$ cat src/rtl/morph_frame_sched_pkg.sv
`timescale 1ns/1ps
`default_nettype none
// ============================================================================
//  Package     : morph_pkg
//  Description : Shared encodings for the morphology frame scheduler.
//                Holds the mode and operator-select codes, the scheduler
//                state type and the mode-to-select mapping function.
//  Revision    : 1.0  initial release
// ============================================================================
package morph_pkg;

  // Chain mode requests from the control plane
  localparam logic [2:0] MODE_BYP   = 3'd0;
  localparam logic [2:0] MODE_ERO   = 3'd1;
  localparam logic [2:0] MODE_DIL   = 3'd2;
  localparam logic [2:0] MODE_OPEN  = 3'd3;
  localparam logic [2:0] MODE_CLOSE = 3'd4;

  // Per-stage operator selects
  localparam logic [1:0] SEL_BYP = 2'b00;
  localparam logic [1:0] SEL_ERO = 2'b01;
  localparam logic [1:0] SEL_DIL = 2'b10;

  // Scheduler states: IDLE waits for the first frame boundary after reset,
  // GAP is the vertical blanking interval, FRAME is an active frame.
  typedef enum logic [1:0] {
    ST_IDLE  = 2'd0,
    ST_GAP   = 2'd1,
    ST_FRAME = 2'd2
  } state_t;

  // Modes 0..4 are legal; everything above is rejected
  function automatic logic mode_legal(input logic [2:0] mode);
    return (mode <= MODE_CLOSE);
  endfunction

  // Returns {stg0_sel, stg1_sel}; illegal modes fall back to full bypass
  function automatic logic [3:0] mode2sel(input logic [2:0] mode);
    logic [3:0] sel;
    case (mode)
      MODE_ERO:   sel = {SEL_ERO, SEL_BYP};
      MODE_DIL:   sel = {SEL_DIL, SEL_BYP};
      MODE_OPEN:  sel = {SEL_ERO, SEL_DIL};
      MODE_CLOSE: sel = {SEL_DIL, SEL_ERO};
      default:    sel = {SEL_BYP, SEL_BYP};
    endcase
    return sel;
  endfunction

endpackage : morph_pkg
`default_nettype wire

$ cat src/rtl/morph_frame_sched_if.sv
`timescale 1ns/1ps
`default_nettype none
// ============================================================================
//  Interface   : morph_frame_sched_if
//  Description : Video tap, control-plane request channel and chain-control
//                outputs of the morphology frame scheduler.
//                master = control plane / video source, slave = scheduler.
//  Revision    : 1.0  initial release
// ============================================================================
interface morph_frame_sched_if #(
  parameter int FCW = 16
);

  logic           pre_vs;
  logic           pre_clken;
  logic [2:0]     cfg_mode;
  logic           cfg_valid;
  logic           cfg_ready;
  logic           cfg_err;
  logic [1:0]     stg0_sel;
  logic [1:0]     stg1_sel;
  logic [2:0]     mode_cur;
  logic           out_blank;
  logic [FCW-1:0] frame_cnt;
  logic           tmo_err;

  modport master (
    output pre_vs, pre_clken, cfg_mode, cfg_valid,
    input  cfg_ready, cfg_err, stg0_sel, stg1_sel, mode_cur,
           out_blank, frame_cnt, tmo_err
  );

  modport slave (
    input  pre_vs, pre_clken, cfg_mode, cfg_valid,
    output cfg_ready, cfg_err, stg0_sel, stg1_sel, mode_cur,
           out_blank, frame_cnt, tmo_err
  );

endinterface : morph_frame_sched_if
`default_nettype wire

$ cat src/rtl/morph_frame_sched_vs_edge.sv
`timescale 1ns/1ps
`default_nettype none
// ============================================================================
//  Module      : morph_vs_edge
//  Description : Registers the frame-valid tap and produces single-cycle
//                start-of-frame and end-of-frame pulses.
//  Revision    : 1.0  initial release
// ============================================================================
module morph_vs_edge (
  input  wire logic clk,
  input  wire logic rst,
  input  wire logic vs,
  output logic      sof,
  output logic      eof
);

  logic vs_d;
  logic vs_q;

  // Next value of the delayed frame-valid
  always_comb begin
    vs_d = vs;
  end

  // Delay register; cleared by reset so a frame in flight shows up as a start
  always_ff @(posedge clk) begin
    if (rst) begin
      vs_q <= 1'b0;
    end else begin
      vs_q <= vs_d;
    end
  end

  assign sof = vs & ~vs_q;
  assign eof = ~vs & vs_q;

endmodule : morph_vs_edge
`default_nettype wire

$ cat src/rtl/morph_frame_sched.sv
`timescale 1ns/1ps
`default_nettype none
// ============================================================================
//  Module      : morph_frame_sched
//  Description : Per-frame scheduler for the two-stage binary morphology
//                chain. Mode requests are held and applied only when a frame
//                ends, output is blanked for a number of frames after a real
//                mode change, completed frames are counted and stalled frames
//                are flagged.
//  Revision    : 1.0  initial release
// ============================================================================
module morph_frame_sched
  import morph_pkg::*;
#(
  parameter int         SETTLE_FRM = 2,
  parameter int         FCW        = 16,
  parameter int         TMO_W      = 24,
  parameter logic [2:0] RST_MODE   = 3'd3
) (
  input  wire logic           clk,
  input  wire logic           rst,
  morph_frame_sched_if.slave  bus
);

  localparam int             SETW        = (SETTLE_FRM > 0) ? $clog2(SETTLE_FRM + 1) : 1;
  localparam logic [SETW-1:0] SETTLE_INIT = SETW'(SETTLE_FRM);
  localparam logic [SETW-1:0] SET_ONE     = 1;
  localparam logic [FCW-1:0]  FCNT_ONE    = 1;
  localparam logic [TMO_W-1:0] TMO_ONE    = 1;
  localparam logic [3:0]      RST_SEL     = mode2sel(RST_MODE);

  // Frame boundary detection
  logic sof;
  logic eof;

  morph_vs_edge u_vs_edge (
    .clk (clk),
    .rst (rst),
    .vs  (bus.pre_vs),
    .sof (sof),
    .eof (eof)
  );

  // State
  state_t          state_q,     state_d;
  logic [2:0]      mode_cur_q,  mode_cur_d;
  logic [1:0]      stg0_sel_q,  stg0_sel_d;
  logic [1:0]      stg1_sel_q,  stg1_sel_d;
  logic            pending_q,   pending_d;
  logic [2:0]      pend_mode_q, pend_mode_d;
  logic            cfg_ready_q, cfg_ready_d;
  logic            cfg_err_q,   cfg_err_d;
  logic            out_blank_q, out_blank_d;
  logic [SETW-1:0] settle_q,    settle_d;
  logic [FCW-1:0]  frame_cnt_q, frame_cnt_d;
  logic [TMO_W-1:0] tmo_cnt_q,  tmo_cnt_d;
  logic            tmo_err_q,   tmo_err_d;

  // Event decode
  logic accept;
  logic illegal;
  logic tmo_max;
  logic timeout;
  logic frame_end;
  logic enter_gap;
  logic do_apply;

  // Decode the events of this cycle from current state and inputs
  always_comb begin
    accept    = bus.cfg_valid & cfg_ready_q;
    illegal   = ~mode_legal(bus.cfg_mode);
    tmo_max   = &tmo_cnt_q;
    // An end of frame on the same cycle as the limit counts as a clean end
    timeout   = (state_q == ST_FRAME) & tmo_max & ~eof;
    frame_end = (state_q == ST_FRAME) & eof;
    // IDLE leaves on the first end of frame; that also opens a gap
    enter_gap = frame_end | timeout | ((state_q == ST_IDLE) & eof);
    do_apply  = enter_gap & pending_q;
  end

  // Next-state logic for the scheduler FSM, config holding register and counters
  always_comb begin
    state_d     = state_q;
    mode_cur_d  = mode_cur_q;
    stg0_sel_d  = stg0_sel_q;
    stg1_sel_d  = stg1_sel_q;
    pending_d   = pending_q;
    pend_mode_d = pend_mode_q;
    cfg_ready_d = cfg_ready_q;
    cfg_err_d   = 1'b0;
    out_blank_d = out_blank_q;
    settle_d    = settle_q;
    frame_cnt_d = frame_cnt_q;
    tmo_cnt_d   = tmo_cnt_q;
    tmo_err_d   = tmo_err_q;

    case (state_q)
      ST_IDLE:  if (eof)             state_d = ST_GAP;
      ST_GAP:   if (sof)             state_d = ST_FRAME;
      ST_FRAME: if (eof || timeout)  state_d = ST_GAP;
      default:                       state_d = ST_IDLE;
    endcase

    // Stall watchdog: any pixel or a new frame restarts it
    if (sof || bus.pre_clken) begin
      tmo_cnt_d = '0;
    end else if ((state_q == ST_FRAME) && !tmo_max) begin
      tmo_cnt_d = tmo_cnt_q + TMO_ONE;
    end

    // Apply the held request at the frame boundary; re-applying the current
    // mode leaves the chain untouched and needs no settling
    if (do_apply) begin
      mode_cur_d               = pend_mode_q;
      {stg0_sel_d, stg1_sel_d} = mode2sel(pend_mode_q);
      pending_d                = 1'b0;
      cfg_ready_d              = 1'b1;
      if (pend_mode_q != mode_cur_q) begin
        settle_d = SETTLE_INIT;
      end
    end

    // Capture a new request; ready is low while one is held so this never
    // collides with an apply
    if (accept) begin
      pending_d   = 1'b1;
      cfg_ready_d = 1'b0;
      pend_mode_d = illegal ? MODE_BYP : bus.cfg_mode;
      cfg_err_d   = illegal;
      tmo_err_d   = 1'b0;
    end

    if (timeout) begin
      tmo_err_d = 1'b1;
    end

    if (frame_end) begin
      frame_cnt_d = frame_cnt_q + FCNT_ONE;
    end

    // Blanking is decided once per frame at its start and then held
    if (sof) begin
      out_blank_d = (settle_q != '0) || (state_q == ST_IDLE);
      if (settle_q != '0) begin
        settle_d = settle_q - SET_ONE;
      end
    end
  end

  // Scheduler state and registered outputs
  always_ff @(posedge clk) begin
    if (rst) begin
      state_q     <= ST_IDLE;
      mode_cur_q  <= RST_MODE;
      stg0_sel_q  <= RST_SEL[3:2];
      stg1_sel_q  <= RST_SEL[1:0];
      pending_q   <= 1'b0;
      pend_mode_q <= MODE_BYP;
      cfg_ready_q <= 1'b1;
      cfg_err_q   <= 1'b0;
      out_blank_q <= 1'b1;
      settle_q    <= SETTLE_INIT;
      frame_cnt_q <= '0;
      tmo_cnt_q   <= '0;
      tmo_err_q   <= 1'b0;
    end else begin
      state_q     <= state_d;
      mode_cur_q  <= mode_cur_d;
      stg0_sel_q  <= stg0_sel_d;
      stg1_sel_q  <= stg1_sel_d;
      pending_q   <= pending_d;
      pend_mode_q <= pend_mode_d;
      cfg_ready_q <= cfg_ready_d;
      cfg_err_q   <= cfg_err_d;
      out_blank_q <= out_blank_d;
      settle_q    <= settle_d;
      frame_cnt_q <= frame_cnt_d;
      tmo_cnt_q   <= tmo_cnt_d;
      tmo_err_q   <= tmo_err_d;
    end
  end

  assign bus.cfg_ready = cfg_ready_q;
  assign bus.cfg_err   = cfg_err_q;
  assign bus.stg0_sel  = stg0_sel_q;
  assign bus.stg1_sel  = stg1_sel_q;
  assign bus.mode_cur  = mode_cur_q;
  assign bus.out_blank = out_blank_q;
  assign bus.frame_cnt = frame_cnt_q;
  assign bus.tmo_err   = tmo_err_q;

endmodule : morph_frame_sched
`default_nettype wire
$ cat src/flat_wrapper.sv
// flat-port wrapper written by rule: the top's interface ports become plain ports
module morph_frame_sched_flat import morph_pkg::*;
#(
  parameter int         SETTLE_FRM = 2,
  parameter int         FCW        = 16,
  parameter int         TMO_W      = 24,
  parameter logic [2:0] RST_MODE   = 3'd3
)
  (clk, rst, bus_pre_vs, bus_pre_clken, bus_cfg_mode, bus_cfg_valid, bus_cfg_ready, bus_cfg_err, bus_stg0_sel, bus_stg1_sel, bus_mode_cur, bus_out_blank, bus_frame_cnt, bus_tmo_err);
  morph_frame_sched_if #(.FCW(FCW)) bus_i ();
  input  wire logic clk;
  input  wire logic rst;
  input wire logic [$bits(bus_i.pre_vs)-1:0] bus_pre_vs;
  input wire logic [$bits(bus_i.pre_clken)-1:0] bus_pre_clken;
  input wire logic [$bits(bus_i.cfg_mode)-1:0] bus_cfg_mode;
  input wire logic [$bits(bus_i.cfg_valid)-1:0] bus_cfg_valid;
  output wire logic [$bits(bus_i.cfg_ready)-1:0] bus_cfg_ready;
  output wire logic [$bits(bus_i.cfg_err)-1:0] bus_cfg_err;
  output wire logic [$bits(bus_i.stg0_sel)-1:0] bus_stg0_sel;
  output wire logic [$bits(bus_i.stg1_sel)-1:0] bus_stg1_sel;
  output wire logic [$bits(bus_i.mode_cur)-1:0] bus_mode_cur;
  output wire logic [$bits(bus_i.out_blank)-1:0] bus_out_blank;
  output wire logic [$bits(bus_i.frame_cnt)-1:0] bus_frame_cnt;
  output wire logic [$bits(bus_i.tmo_err)-1:0] bus_tmo_err;
  assign bus_i.pre_vs = bus_pre_vs;
  assign bus_i.pre_clken = bus_pre_clken;
  assign bus_i.cfg_mode = bus_cfg_mode;
  assign bus_i.cfg_valid = bus_cfg_valid;
  assign bus_cfg_ready = bus_i.cfg_ready;
  assign bus_cfg_err = bus_i.cfg_err;
  assign bus_stg0_sel = bus_i.stg0_sel;
  assign bus_stg1_sel = bus_i.stg1_sel;
  assign bus_mode_cur = bus_i.mode_cur;
  assign bus_out_blank = bus_i.out_blank;
  assign bus_frame_cnt = bus_i.frame_cnt;
  assign bus_tmo_err = bus_i.tmo_err;
  morph_frame_sched #(.SETTLE_FRM(SETTLE_FRM), .FCW(FCW), .TMO_W(TMO_W), .RST_MODE(RST_MODE)) u_core (.clk(clk), .rst(rst), .bus(bus_i));
endmodule
$ cat config.mk
export PLATFORM = sky130hd
export DESIGN_NAME = morph_frame_sched_flat
export DESIGN_NICKNAME = d
export VERILOG_FILES = /design/src/rtl/morph_frame_sched_pkg.sv /design/src/rtl/morph_frame_sched_if.sv /design/src/rtl/morph_frame_sched_vs_edge.sv /design/src/rtl/morph_frame_sched.sv /design/src/flat_wrapper.sv
export SDC_FILE = /design/constraint.sdc
export NUM_CORES = 1
export LEC_CHECK = 0
export BUFFER_PORTS_ARGS = -buffer_cell sky130_fd_sc_hd__buf_2
export CORE_MARGIN = 2
export CORE_UTILIZATION = 57
export CTS_CLUSTER_SIZE = 20
export DETAILED_ROUTE_END_ITERATION = 16
export MAX_ROUTING_LAYER = met4
export PLACE_DENSITY = 0.88
export SLEW_MARGIN = 20
export SYNTH_ARGS = -nofsm -noshare
export SYNTH_HDL_FRONTEND = slang
export SYNTH_SLANG_ARGS = --single-unit
export TNS_END_PERCENT = 10
$ cat constraint.sdc
create_clock -name clk -period 2.23 [get_ports clk]
set_input_delay 0.3345 -clock clk [delete_from_list [all_inputs] [get_ports clk]]
set_output_delay 0.3345 -clock clk [all_outputs]
set_load 0.005 [all_outputs]
==> results of run 1 <==
==> power breakdown <==
part | switching [W] | internal (W) | total (W)
clock | 0.000419 | 0.000682 | 0.00110
combinational | 0.0000501 | 0.0000313 | 0.0000815
sequential | 0.0000141 | 0.00109 | 0.00110
total | 0.000483 | 0.00180 | 0.00228
==> stage by stage <==
step | power (W) | std cells
2_1_floorplan | 0.00118 | 329
3_3_place_gp | 0.00120 | 414
3_5_place_dp | 0.00121 | 414
4_1_cts | 0.00229 | 429
5_1_grt | 0.00235 | 429
6_report | 0.00228 | 429
==> flip-flops by register name, indices dropped and copies added (netlist names), 2 cells and up <==
signal                flops
u_core.bus.stg1_sel       2
u_core.bus.mode_cur       3
u_core.settle_q           2
u_core.bus.frame_cnt     16
u_core.state_q            2
u_core.bus.stg0_sel       2
u_core.tmo_cnt_q         24
u_core.pend_mode_q        3
==> worst max-delay path: stages (launching register included) <==
cell	delay, ns
dfxtp_1	0.48
nand4_4	0.18
or4_1	0.73
o211ai_1	0.34
xor2_1	0.19
nor2_1	0.06
==> cell families (layout without fill, tap and decap cells) <==
| kind of cell | after synthesis | after routing | share of synthesized area |
|---|---|---|---|
| simple gates | 167 | 167 | 0.309 |
| flops | 60 | 60 | 0.433 |
| compound gates | 45 | 45 | 0.105 |
| xor+xnor | 36 | 36 | 0.114 |
| buf+inv | 17 | 63 | 0.0230 |
| fa+ha+maj | 2 | 2 | 0.00903 |
| mux | 2 | 2 | 0.00722 |
==> final cells by class <==
type	count	area share
clock inverter	4	0.0223
inverter	4	0.00461
tap	54	0.0207
sequential	60	0.369
timing repair buffer	44	0.0752
multi-input combinational	252	0.462
clock buffer	11	0.0464
==> cell usage in the layout (no fill, tap or decap), types with 2 or more instances in the layout <==
cell type | Yosys | routed
buf_2 | 0 | 34
or3_1 | 3 | 3
nand3_1 | 15 | 15
and3_1 | 7 | 7
o311ai_0 | 2 | 2
o211ai_1 | 6 | 6
xnor2_1 | 15 | 15
and4_1 | 2 | 2
nor3b_1 | 2 | 2
nand2_1 | 30 | 30
nor2_1 | 59 | 59
nor4b_1 | 4 | 4
o2111ai_1 | 3 | 3
bufinv_16 | 0 | 2
nand4_1 | 13 | 13
mux2i_1 | 2 | 2
inv_1 | 4 | 4
nor3_1 | 10 | 10
dfxtp_1 | 60 | 60
nor4_1 | 5 | 5
ha_1 | 2 | 2
o21ai_0 | 6 | 5
or4_1 | 4 | 4
xor2_1 | 21 | 21
nor2b_1 | 3 | 3
clkbuf_8 | 0 | 11
buf_4 | 0 | 10
and2_1 | 2 | 2
a21oi_1 | 21 | 21
nand2b_1 | 3 | 3
==> path summary, 6_finish.rpt <==
| kind | startpoint | endpoint | slack [ns] | depth (start not counted) |
|---|---|---|---|---|
| worst max-delay path | u_core.tmo_cnt_q[12] | u_core.tmo_cnt_q[7] | 0.14 | 5 |
| worst max register to register | u_core.tmo_cnt_q[12] | u_core.tmo_cnt_q[7] | 0.14 | 5 |
| worst min register to register | u_core.bus.stg0_sel[1] | u_core.bus.stg0_sel[1] | 0.46 | 2 |
| worst min-delay path | bus_pre_vs | u_core.u_vs_edge.vs_q | 0.25 | 2 |
==> routing by layer <==
layer  share of wire  track usage  wire length (um)
met1            0.44        0.290              2630
met2            0.49        0.378              2910
met3           0.053       0.0617               318
met4           0.017        0.137               102
met5               0            -                 0
==> what timing repair did <==
action | CTS | global route
setup endpoints to repair | 0 | 1
gates resized for setup | 0 | 1
setup buffers | 0 | 0
==> out/qor.yml, run 1 <==
outcome: "finished, final reports clean"
drc: 0
hp-class: "input port to flip-flop"
cts_max_level: 3
place_area_sq_um: 3040
die_area_sq_um: 5440
path_class: "flip-flop to flip-flop"
synth.top_cell.area_share: 0.433
slew-limit-headroom: 0.606
clk_pin_slew_worst_paths_ns: 0.07
track_usage: 0.245
yosysUniqueCellTypes: 40
worst_pin_slew_ns: 0.587
ys_ff_latch: 60
fin_skew_ns: 0.00826
drtIter0Drc: 197
setup_violations: 0
final_area_sq_um: 3260
vias_per_cell: 5.79
yosysMostFrequentCell: "dfxtp_1"
ys_seq_area_frac: 0.433
synthCells: 329
fin_ws_ns: 0.144
nFillCells: 340
grt_pass1_vias: 2335
cap_violations: 0
chipHeight_um: 73.7
cts_made_buffers: 9
synth_nets: 339
syn_area_sq_um: 2770
drt-total-wl_um: 5960
routabilityCongestion: 0.900
layout-drive-gt1-share: 0.171
pre_cts_slack_ns: 0.244
root_buffer: "clkbuf_8"
ant_nets: 0
post-route-util: 0.695
core_sq_um: 4690
rsz0062_at_grt: "no"
fin_crit_ns: 2.09
synth-main-ff-cell: "dfxtp_1"
slew_violations: 0
hold_viol_final: 0
ir_worst_vdd_mv: 0.469
syn2layout_area_growth_pct: 17.6
grt_first_pass_wirelength_um: 9980
holdWs_ns: 0.252
end_kind: "flip-flop"
leakage_nw: 1.26
yosys_warnings: 0
fin_crit_sh: 0.935
wl_per_cell_um: 13.9
synth.avg_cell_area_sq_um: 8.42
num_vias: 2486
fmax_mhz: 479
grt_max_degree: 38
synth_edf_count: 0
grt_antenna_before_repair: 0
cts_sinks: 60
yosys-top-cells-count: "dfxtp_1 (60), nor2_1 (59), nand2_1 (30)"
portBuffers: 34
ff_latch_area_sq_um: 1200
critPathArrivalTime_ns: 2.31
tritoncts: "yes"
dr.pass1.iters: 4
final_nets: 381
rows: 25
n_antenna_cell: 0
ys_top_cells_by_area: "dfxtp_1 (43%), nor2_1 (8.0%), xor2_1 (6.6%), xnor2_1 (4.7%), nand2_1 (4.1%)"
dp_hpwl_um: 4080
crit_path_start_kind: "flip-flop"
io_pins: 35
grt_overflow_total: 0
start_util: 0.591
cts_hold_buf: 0
fin_tns_setup_ns: 0
powerDensity_nw_per_um2: 700
multi_input_area_sq_um: 1510
insertion_delay_ns: 0.34
crit_required_ns: 2.46
die_w_um: 73.7
critPathMaxFanout: 8
yosysTopAreaCell: "dfxtp_1"
ctsLongestPathBuffers: 2
async_flop_share: 0
Note: power is estimated with default switching activity, not from simulation.
==> run 2: changes to the inputs <==
--- a/config.mk
+++ b/config.mk
@@ -6,12 +6,14 @@
 export NUM_CORES = 1
 export LEC_CHECK = 0
 export BUFFER_PORTS_ARGS = -buffer_cell sky130_fd_sc_hd__buf_2
-export CORE_MARGIN = 2
-export CORE_UTILIZATION = 57
+export CELL_PAD_IN_SITES_DETAIL_PLACEMENT = 0
+export CELL_PAD_IN_SITES_GLOBAL_PLACEMENT = 2
+export CORE_MARGIN = 3
+export CORE_UTILIZATION = 34
 export CTS_CLUSTER_SIZE = 20
 export DETAILED_ROUTE_END_ITERATION = 16
 export MAX_ROUTING_LAYER = met4
-export PLACE_DENSITY = 0.88
+export PLACE_DENSITY = 0.87
 export SLEW_MARGIN = 20
 export SYNTH_ARGS = -nofsm -noshare
 export SYNTH_HDL_FRONTEND = slang
==> out/qor.yml, run 2 (synthesized netlist as in run 1, its figures left out) <==
outcome: "finished, final reports clean"
holdWs_ns: 0.195  # -0.0570 ns
largest_reg_flops: 24  # unchanged
grt_pass1_vias: 2369  # +1.5%
slew_violations: 0  # unchanged
min_to: "u_core.state_q[0]"
final_nets: 383  # +0.52%
wl_per_cell_um: 13.2  # -5.4%
regMostFlops: "u_core.tmo_cnt_q"
fmax_mhz: 490  # +2.3%
cts_sinks: 60  # unchanged
fin_crit_sh: 0.914  # -0.0209
grt_antenna_before_repair: 0  # unchanged
tritoncts: "yes"
rr_startpoint: "u_core.tmo_cnt_q[13]"
ctsLongestPathBuffers: 2  # unchanged
grt_overflow_total: 0  # unchanged
vias_per_cell: 5.12  # -12%
hp-class: "input port to flip-flop"
placed_cells: 464  # +12%
core_sq_um: 7810  # +66%
rrSetupSlack_ns: 0.19  # +0.05 ns
nFillCells: 826  # +140%
setup_violations: 0  # unchanged
dp_hpwl_um: 4370  # +7.1%
path_class: "flip-flop to flip-flop"
ir_worst_vdd_mv: 0.300  # -36%
chipHeight_um: 96.3  # +31%
drt-total-wl_um: 6310  # +5.9%
cap_violations: 0  # unchanged
dr.pass1.iters: 4  # unchanged
layout_commonest_cell: "dfxtp_1"
layout_common_cells: "dfxtp_1 (60), nor2_1 (59), buf_2 (34)"
start_util: 0.355  # -0.236
leakage_nw: 1.25  # -1.0%
routabilityCongestion: 0.825  # -8.3%
grt_first_pass_wirelength_um: 10700  # +7.3%
crit_path_start_kind: "flip-flop"
end_kind: "flip-flop"
grt_max_degree: 37  # -2.6%
portBuffers: 34  # unchanged
ff_latch_area_sq_um: 1200  # unchanged
multi_input_area_sq_um: 1510  # unchanged
clk_pin_slew_worst_paths_ns: 0.07  # about the same
die_w_um: 96.3  # +31%
fin_skew_ns: 0.0116  # +0.00333 ns
drc: 0  # unchanged
hold_viol_final: 0  # unchanged
reg2reg_depth: 5  # unchanged
rows: 32  # +28%
min_from: "rst"
track_usage: 0.151  # -0.0935
critPathArrivalTime_ns: 2.27  # -0.04 ns
root_buffer: "clkbuf_8"
io_pins: 35  # unchanged
num_vias: 2457  # -1.2%
fin_ws_ns: 0.191  # +0.0466 ns
pre_cts_slack_ns: 0.131  # -0.113 ns
cts_max_level: 3  # unchanged
powerDensity_nw_per_um2: 646  # -7.8%
fin_crit_ns: 2.04  # -0.0466 ns
r2r-end: "u_core.tmo_cnt_q[7]"
critPathMaxFanout: 8  # unchanged
n_antenna_cell: 0  # unchanged
syn2layout_area_growth_pct: 18.9
worst_pin_slew_ns: 0.621  # +0.0340 ns
crit_required_ns: 2.46  # about the same
fin_tns_setup_ns: 0  # unchanged
cts_made_buffers: 9  # unchanged
drtIter0Drc: 94  # -52%
die_area_sq_um: 9270  # +71%
insertion_delay_ns: 0.34  # about the same
layout-drive-gt1-share: 0.169  # -0.00135
slew-limit-headroom: 0.583  # -0.0228
min_path_cells: 2  # unchanged
stdcell_count: 480  # +12%
rsz0062_at_grt: "no"
ant_nets: 0  # unchanged
run 2: cell type report:
class / count / share of cell area
Multi-Input combinational cell: 252 / 0.457
Clock inverter: 4 / 0.0152
Tap cell: 102 / 0.0387
Sequential cell: 60 / 0.364
Clock buffer: 12 / 0.0410
Inverter: 4 / 0.00456
Timing Repair Buffer: 46 / 0.0790
run 2: routing by layer:
layer | part of all wire | wire, um | GRT usage
met1 | 0.49 | 3120 | 0.189
met2 | 0.45 | 2820 | 0.234
met3 | 0.040 | 252 | 0.0375
met4 | 0.018 | 114 | 0.0616
met5 | 0 | 0 | -
run 2: stage by stage:
step	total power, W	instance area [sq um]	util
floorplan	0.00118	2770	-
global placement	0.00121	3110	0.398
detailed placement	0.00121	3110	0.398
CTS	0.00215	3300	0.422
global route	0.00221	3300	0.422
finish	0.00213	3300	0.422
run 2: worst max-delay path by stage:
stage	from	to	cells after the start	slack, ns
2_1_floorplan	u_core.tmo_cnt_q[18]	u_core.bus.stg1_sel[0]	5	0.25
3_3_place_gp	u_core.tmo_cnt_q[13]	u_core.tmo_cnt_q[15]	5	0.25
3_5_place_dp	u_core.tmo_cnt_q[13]	u_core.tmo_cnt_q[15]	5	0.13
4_1_cts	u_core.tmo_cnt_q[13]	u_core.tmo_cnt_q[15]	5	0.12
5_1_grt	u_core.tmo_cnt_q[13]	u_core.tmo_cnt_q[7]	5	0.01
6_report	u_core.tmo_cnt_q[13]	u_core.tmo_cnt_q[7]	5	0.19
run 2: repair_timing:
action | in CTS | in global routing
gates resized for setup | 0 | 1
buffers inserted | 0 | 0
hold buffers | 0 | 0
endpoints found under the setup margin | 0 | 2
run 2: worst max-delay path, stage by stage, from the launching register on:
cell and delay (ns):
dfxtp_1 0.46, nand4_4 0.19, or4_1 0.72, o211ai_1 0.32, xor2_1 0.18, nor2_1 0.05
run 2: where the power goes:
group          leakage, nW  switching, W  internal [W]
Sequential           0.485     0.0000148       0.00109
Clock               0.0866      0.000430      0.000515
Combinational        0.675     0.0000519     0.0000303
Total                 1.25      0.000497       0.00163
